==> config.mk <==
export PLATFORM = sky130hd
export DESIGN_NAME = ps2_host_tx
export DESIGN_NICKNAME = d
export VERILOG_FILES = /design/src/rtl/ps2_host_tx.sv
export SDC_FILE = /design/constraint.sdc
export NUM_CORES = 1
export LEC_CHECK = 0
export BUFFER_PORTS_ARGS = -buffer_cell sky130_fd_sc_hd__buf_4
export CORE_ASPECT_RATIO = 1.5
export CORE_MARGIN = 4
export CORE_UTILIZATION = 55
export CTS_CLUSTER_DIAMETER = 40
export DETAILED_ROUTE_END_ITERATION = 16
export PLACE_DENSITY = 0.74
export SLEW_MARGIN = 20
export SYNTH_ARGS = -nofsm -noshare
export SYNTH_HDL_FRONTEND = slang
export SYNTH_SLANG_ARGS = --single-unit
==> constraint.sdc <==
create_clock -name clk -period 3 [get_ports clk]
set_input_delay 0.15 -clock clk [delete_from_list [all_inputs] [get_ports clk]]
set_output_delay 0.15 -clock clk [all_outputs]
set_load 0.005 [all_outputs]
==> src/rtl/ps2_host_tx.sv <==
// Host-to-device PS/2 transmitter: request-to-send, open-drain bit shifting on device clock
// falling edges, device acknowledge check and transfer timeout.
module ps2_host_tx #(
    parameter int unsigned INHIBIT_CYCLES = 5000,
    parameter int unsigned TIMEOUT_CYCLES = 750000
) (
    input  logic       clk,
    input  logic       rst,
    input  logic [7:0] tx_data,
    input  logic       tx_valid,
    output logic       tx_ready,
    output logic       tx_done,
    output logic       tx_err,
    input  logic       PS2_CLK,
    input  logic       PS2_DATA,
    output logic       ps2_clk_oe,
    output logic       ps2_data_oe
);

    localparam int unsigned MaxCnt = (INHIBIT_CYCLES > TIMEOUT_CYCLES) ? INHIBIT_CYCLES
                                                                       : TIMEOUT_CYCLES;
    localparam int unsigned CntW   = $clog2(MaxCnt + 1);

    typedef enum logic [2:0] {
        StIdle,
        StInhibit,
        StReq,
        StShift,
        StAck,
        StWaitIdle
    } state_e;

    state_e          state_q, state_d;
    logic [CntW-1:0] cnt_q, cnt_d;
    logic [3:0]      bitcnt_q, bitcnt_d;
    logic [7:0]      data_q, data_d;
    logic            clk_oe_q, clk_oe_d;
    logic            data_oe_q, data_oe_d;
    logic            ready_q, ready_d;
    logic            done_q, done_d;
    logic            err_q, err_d;

    logic [1:0]      clk_sync_q;
    logic [1:0]      data_sync_q;
    logic            clk_prev_q;

    logic            fe;
    logic            parity;
    logic            timeout;
    logic            abort;

    // Synchronizers reset to the idle-high line level so no false edge follows reset.
    always_ff @(posedge clk or negedge rst) begin
        if (!rst) begin
            clk_sync_q  <= 2'b11;
            data_sync_q <= 2'b11;
            clk_prev_q  <= 1'b1;
        end else begin
            clk_sync_q  <= {clk_sync_q[0], PS2_CLK};
            data_sync_q <= {data_sync_q[0], PS2_DATA};
            clk_prev_q  <= clk_sync_q[1];
        end
    end

    assign fe      = clk_prev_q & ~clk_sync_q[1];
    assign parity  = ~^data_q;
    assign timeout = (cnt_q == CntW'(TIMEOUT_CYCLES - 1));

    always_comb begin
        state_d   = state_q;
        cnt_d     = cnt_q;
        bitcnt_d  = bitcnt_q;
        data_d    = data_q;
        clk_oe_d  = clk_oe_q;
        data_oe_d = data_oe_q;
        ready_d   = ready_q;
        done_d    = 1'b0;
        err_d     = 1'b0;
        abort     = 1'b0;

        case (state_q)
            StIdle: begin
                clk_oe_d  = 1'b0;
                data_oe_d = 1'b0;
                ready_d   = 1'b1;
                if (tx_valid && ready_q) begin
                    data_d   = tx_data;
                    cnt_d    = '0;
                    clk_oe_d = 1'b1;
                    ready_d  = 1'b0;
                    state_d  = StInhibit;
                end
            end
            StInhibit: begin
                if (cnt_q == CntW'(INHIBIT_CYCLES - 1)) begin
                    cnt_d     = '0;
                    data_oe_d = 1'b1;
                    state_d   = StReq;
                end else begin
                    cnt_d = cnt_q + CntW'(1);
                end
            end
            StReq: begin
                // Releasing the clock with data held low is the start bit.
                clk_oe_d = 1'b0;
                bitcnt_d = '0;
                cnt_d    = '0;
                state_d  = StShift;
            end
            StShift: begin
                cnt_d = cnt_q + CntW'(1);
                if (timeout) begin
                    abort = 1'b1;
                end else if (fe) begin
                    bitcnt_d = bitcnt_q + 4'd1;
                    if (bitcnt_q < 4'd8) begin
                        data_oe_d = ~data_q[bitcnt_q[2:0]];
                    end else if (bitcnt_q == 4'd8) begin
                        data_oe_d = ~parity;
                    end else begin
                        data_oe_d = 1'b0;
                        state_d   = StAck;
                    end
                end
            end
            StAck: begin
                cnt_d = cnt_q + CntW'(1);
                if (timeout) begin
                    abort = 1'b1;
                end else if (fe) begin
                    if (!data_sync_q[1]) begin
                        state_d = StWaitIdle;
                    end else begin
                        err_d   = 1'b1;
                        ready_d = 1'b1;
                        state_d = StIdle;
                    end
                end
            end
            StWaitIdle: begin
                cnt_d = cnt_q + CntW'(1);
                if (timeout) begin
                    abort = 1'b1;
                end else if (clk_sync_q[1] && data_sync_q[1]) begin
                    done_d  = 1'b1;
                    ready_d = 1'b1;
                    state_d = StIdle;
                end
            end
            default: begin
                abort = 1'b1;
            end
        endcase

        if (abort) begin
            clk_oe_d  = 1'b0;
            data_oe_d = 1'b0;
            cnt_d     = '0;
            err_d     = 1'b1;
            ready_d   = 1'b1;
            state_d   = StIdle;
        end
    end

    always_ff @(posedge clk or negedge rst) begin
        if (!rst) begin
            state_q   <= StIdle;
            cnt_q     <= '0;
            bitcnt_q  <= '0;
            data_q    <= '0;
            clk_oe_q  <= 1'b0;
            data_oe_q <= 1'b0;
            ready_q   <= 1'b1;
            done_q    <= 1'b0;
            err_q     <= 1'b0;
        end else begin
            state_q   <= state_d;
            cnt_q     <= cnt_d;
            bitcnt_q  <= bitcnt_d;
            data_q    <= data_d;
            clk_oe_q  <= clk_oe_d;
            data_oe_q <= data_oe_d;
            ready_q   <= ready_d;
            done_q    <= done_d;
            err_q     <= err_d;
        end
    end

    assign tx_ready    = ready_q;
    assign tx_done     = done_q;
    assign tx_err      = err_q;
    assign ps2_clk_oe  = clk_oe_q;
    assign ps2_data_oe = data_oe_q;

endmodule

# Word level (Yosys, flattened, before mapping)
# Index checks and enable logic that the tools add are counted.
[op_classes]
n_reduce_logical = 18
n_mux = 50
add_sub_neg = 2
n_lt_le_gt_ge = 2
bitwise = 4
n_eq_ne = 21
[ops]
columns = ["operator", "count"]
rows = [
  ["20-bit one-hot mux with 4 select lines", 1],
  ["20-bit 2-to-1 mux", 3],
  ["3-bit 2-to-1 mux", 12],
  ["3-bit inequality test (second input constant)", 11],
  ["1-bit 2-to-1 mux", 25],
  ["20-bit by 1-bit adder with 20-bit output (second input constant)", 1],
  ["20-bit by 13-bit == test with 1-bit output (second input constant)", 1],
  ["20-bit == test (second input constant)", 1],
  ["3-bit one-hot mux with 6 select lines", 1],
  ["11-bit AND reduction", 1],
  ["4-bit 2-to-1 mux", 2],
  ["4-bit one-hot mux with 2 select lines", 1],
  ["4-bit nonzero test", 2],
  ["8-bit XNOR reduction", 1],
  ["7-bit nonzero test", 1],
  ["3-bit by 2-bit == test with 1-bit output (second input constant)", 2],
  ["3-bit == test (second input constant)", 2],
  ["1-bit one-hot mux with 3 select lines", 2],
  ["6-bit AND reduction", 1],
  ["3-bit OR reduction", 2],
  ["5-bit nonzero test", 1],
  ["4-bit by 1-bit adder with 4-bit output (second input constant)", 1],
  ["4-bit == test (second input constant)", 1],
  ["3-bit by 4-bit < comparator with 1-bit output (second input constant)", 1],
  ["14 further kinds", 20],
]
[totals]
in_bits = 13
out_inout_bits = 5
wordCells = 109
reg_bits = 45

# Logic depth before layout (Yosys ltp)
[depth]
word_depth = 8
ltp_mapped = 8
ltp_nobuf = 8

# Least setup slack after synthesis
# OpenSTA, ideal clock, no wires.
[synth_path]
kind = "register -> register"
start = "register cnt_q[10]"
end = "register cnt_q[5]"
period_less_slack_ns = 1.906
stages_incl_launch_ff = 8
required_time_ns = 2.881
n_path_buf = 1
slack_ns = 1.094
setup_ns = 0.119
arrival_ns = 1.787
cell_sequence = "dfrtp_1 -> nor4_1 -> nand4_1 -> nor4_4 -> o21bai_2 -> nor2_8 -> buf_6 -> nor2_1"
[synth_between]
elab_chain_len = 5
elab_cells_between_ends = 10
classes_between = "eq/ne (3); mux (5); reduce/logical (2)"
[synth_lines]
columns = ["item", "line", "source"]
rows = [
  ["start, declared", "34", "logic [CntW-1:0] cnt_q, cnt_d;"],
  ["start signal, assigned", "178", "cnt_q <= cnt_d;"],
  ["20-bit == test", "67", "assign timeout = (cnt_q == CntW'(TIMEOUT_CYCLES - 1));"],
  ["1-bit 2-to-1 mux", "112, 128, 142", ""],
  ["1-bit one-hot mux with 2 select lines", "81", "case (state_q)"],
  ["3-bit inequality test (no source line) or 5-bit nonzero test (tied branches)", "--", ""],
  ["2-bit AND reduction (no source line)", "--", ""],
]
# Parallel ways exist; a longest one is shown, timed or not.
# A chain may end at the register's enable or synchronous reset.

# Final worst setup path
[layout_path]
start = "register state_q[2]"
end = "register cnt_q[19]"
[layout_between]
elab_chain_len = 5
elab_cells_between_ends = 14
classes_between = "eq/ne (6); mux (3); reduce/logical (5)"
[layout_lines]
columns = ["item", "line", "source"]
rows = [
  ["start, declared", "33", "state_e state_q, state_d;"],
  ["start signal, assigned", "167", "state_q <= StIdle;"],
  ["start signal, assigned", "177", "state_q <= state_d;"],
  ["3-bit == test, or another cell as far along", "81", ""],
  ["3-bit OR reduction (no source line)", "--", ""],
  ["1-bit one-hot mux with 2 select lines", "81", ""],
  ["3-bit inequality test (no source line) or 5-bit nonzero test (tied branches)", "--", ""],
  ["2-bit AND reduction (no source line)", "--", ""],
]
# Parallel ways exist; a longest one is shown, timed or not.

==> reports/qor.csv <==
metric,value,unit
status,completed,
finClkSkew,6.67,ps
dpl.cell_count,291,
fin_crit_sh,0.742,
holdPathEnd,data_q[4]$_DFFE_PN0P_,
insertedDiodeCount,0,
max-slew-margin-rel,0.555,
cts.sinks,45,
async_flop_share,1.00,
synthToLayoutAreaGrowth,10.9,%
grt_pass1_wl,8.21,mm
syn_area_per_cell,10.3,µm²
required,3180,ps
period_needed,2230,ps
cts_buffers,5,
hold_class,in2reg,
clock_latency,290,ps
max-cap-violations,0,
antenna_found_initial,0,
rsz0062_at_grt,no,
die_w,62.2,µm
gr-total-overflow,0,
crit_fanout,17,
rows,29,
irDropWorstVdd,657,µV
start_util,0.570,
path_class,reg2reg,
via_count,1766,
cts_tree,yes,
cp-start-kind,flip-flop,
setup_viol,0,
yosys.area.top_type,dfrtp_1,
synth_seq_cells,45,
muxShareOfSynthArea,0.0605,
max_freq,0.449,GHz
synth_flop_cell,dfrtp_1,
hold_path_depth,2,
synth_area_leaders,"dfrtp_1 40%, dfstp_2 6.5%, xnor2_1 6.5%",
hold_path.startpoint,tx_data[4],
finalPower,0.00210,W
synth_compound_area_frac,0.105,
grt_max_degree,46,
yosys.area_share.simple,0.216,
cts.repair.resized,0,
drc,0,
drt_wl_total,4.56,mm
max-clock-path-buffers,2,
core,0.00425,mm²
synth_top_family_by_area,simple AND/OR/NAND/NOR gates,
yosysSeqAreaShare,0.468,
die-area,0.00555,mm²
synth_fa_ha_area_frac,0.0155,
post_cts_buffers,0,
yosysTopAreaCellShare,0.403,
postSynthCellCount,234,
drt_first_pass_iters,4,
die_h,89.3,µm
synth_area,0.00242,mm²
synth-xor-area-share,0.0977,
tns,0,ps
cts_max_level,2,
synthesis.nets,250,
postRouteAntennaNets,0,
pin_count,18,
track_usage,0.184,
p_leak,1.11,nW
final_layout_size_suffix_gt1_frac,0.207,
dp_hpwl,3.28,mm
synth_edf_count,0,
root_buffer,clkbuf_8,
clk_pin_slew,90,ps
post_drt_wl_per_cell,15.1,µm
fin_cells,302,
synth.distinct_cells,49,
portBuffers,17,
place.gp.congestion,0.831,
vias_per_cell,5.85,
r2r_start,state_q[2]$_DFFE_PN0P_,
arrival,2400,ps
powerDensity,784,mW/mm²
drtIter0Drc,114,
worst_hold_slack,79.2,ps
final-max-slew-violation-count,0,
nets,271,
grt_pass1_vias,1770,
yosys_warnings,0,
end_kind,flip-flop,
hold_violations,0,
r2r_cells,6,
tightest_slew,667,ps
reg2reg_to,cnt_q[19]$_DFFE_PN0P_,
reg2reg_slack,770,ps
==> timing repair <==
| action | 4_1_cts | 5_1_grt |
|---|---|---|
| endpoints found under the setup margin | 0 | 0 |
| hold buffers | 3 | 0 |
| endpoints found under the hold margin | 41 | 0 |
==> layer usage <==
layer,vias to the layer above,wire (µm),GRT usage
li1,864,-,-
met1,864,1910,0.217
met2,32,2450,0.337
met3,6,152,0.0340
met4,0,46,0.0631
met5,-,0,0
==> how the worst max path moves through the flow <==
stage / start / endpoint / depth (start not counted)
final: state_q[2]$_DFFE_PN0P_ / cnt_q[19]$_DFFE_PN0P_ / 6
after detailed placement: state_q[2]$_DFFE_PN0P_ / cnt_q[13]$_DFFE_PN0P_ / 6
after floorplan: cnt_q[10]$_DFFE_PN0P_ / cnt_q[5]$_DFFE_PN0P_ / 7
after global routing: state_q[2]$_DFFE_PN0P_ / cnt_q[19]$_DFFE_PN0P_ / 6
after CTS: state_q[2]$_DFFE_PN0P_ / cnt_q[19]$_DFFE_PN0P_ / 6
after global placement: cnt_q[10]$_DFFE_PN0P_ / cnt_q[16]$_DFFE_PN0P_ / 7
==> layout make-up <==
type	instances	area, µm²
clock buffer	6	72.6
tap	46	57.6
timing repair buffer	22	173
multi-input combinational	170	1200
fill	361	1560
clock inverter	2	10.0
inverter	11	41.3
sequential	45	1130
==> worst max-delay path, cell delays in order (launching register included) <==
cell and delay, ps:
dfrtp_1 580, a2111oi_4 730, nor4_2 170, and4_1 300
nand4_1 120, xor2_1 170, nor2_1 60
==> report_power, final <==
part	internal [W]	total [W]	leakage [nW]	switching, W
sequential	0.000734	0.000907	0.581	0.000173
combinational	0.000424	0.000833	0.480	0.000409
clock	0.000162	0.000364	0.0450	0.000203
total	0.00132	0.00210	1.11	0.000785
==> layout by cell type (no fill, tap or decap), types with 2 or more instances in the layout <==
master         instances
nand4_1                7
nor4_2                 3
buf_4                 19
nand2b_1               3
clkbuf_8               5
ha_1                   3
nand3b_1               2
nor2b_1                3
o31a_1                 2
nor3_1                 7
inv_1                 11
a22o_1                 2
o21ai_0                6
nand3_1                8
xnor2_1               18
nor2_1                31
or3_1                  2
dlygate4sd3_1          3
mux2_2                 9
mux4_2                 2
nand2_1               17
nor4_1                 4
a211oi_1               2
xor2_1                 9
o21a_1                 2
a21oi_1                7
dfstp_2                6
and3_1                 2
dfrtp_1               39
clkinv_2               2
==> metrics by stage <==
stage	utilization	cell area, µm²	setup WS (ps)
floorplan	-	2420	1090
finish	0.632	2690	774
global route	0.632	2690	584
global placement	0.606	2570	851
detailed placement	0.606	2570	778
CTS	0.632	2690	755
==> synth_stat cells, types with 2 or more instances <==
library cell,count
nor2b_1,3
a211oi_1,2
nand3_1,8
xor2_1,9
nand4_1,7
nor3_1,7
dfrtp_1,39
dfstp_2,6
nor4_1,4
ha_1,3
o21ai_0,6
mux2_2,9
xnor2_1,18
buf_6,2
a21oi_1,7
buf_2,3
inv_1,11
nand3b_1,2
nand2_1,17
nand2b_1,3
nor4_2,3
or3_1,2
o31a_1,2
and3_1,2
mux4_2,2
o21a_1,2
a22o_1,2
nor2_1,31
clkbuf_1,2
==> registers in the layout, summed over array words and instances (netlist names), 2 cells and up <==
signal and flops:
cnt_q 20, data_sync_q 2, clk_sync_q 2, bitcnt_q 4, data_q 8, state_q 3
==> cells by family (layout without fill, tap and decap cells) <==
kind of cell	Yosys count	count (layout)
AND/OR/NAND/NOR	96	96
flip-flops	45	45
AO/OA/AOI/OAI	33	33
XOR/XNOR	27	27
buffers and inverters	19	41
multiplexers	11	11
adder cells (fa/ha/maj)	3	3
Note: power is estimated with default switching activity, not from simulation.
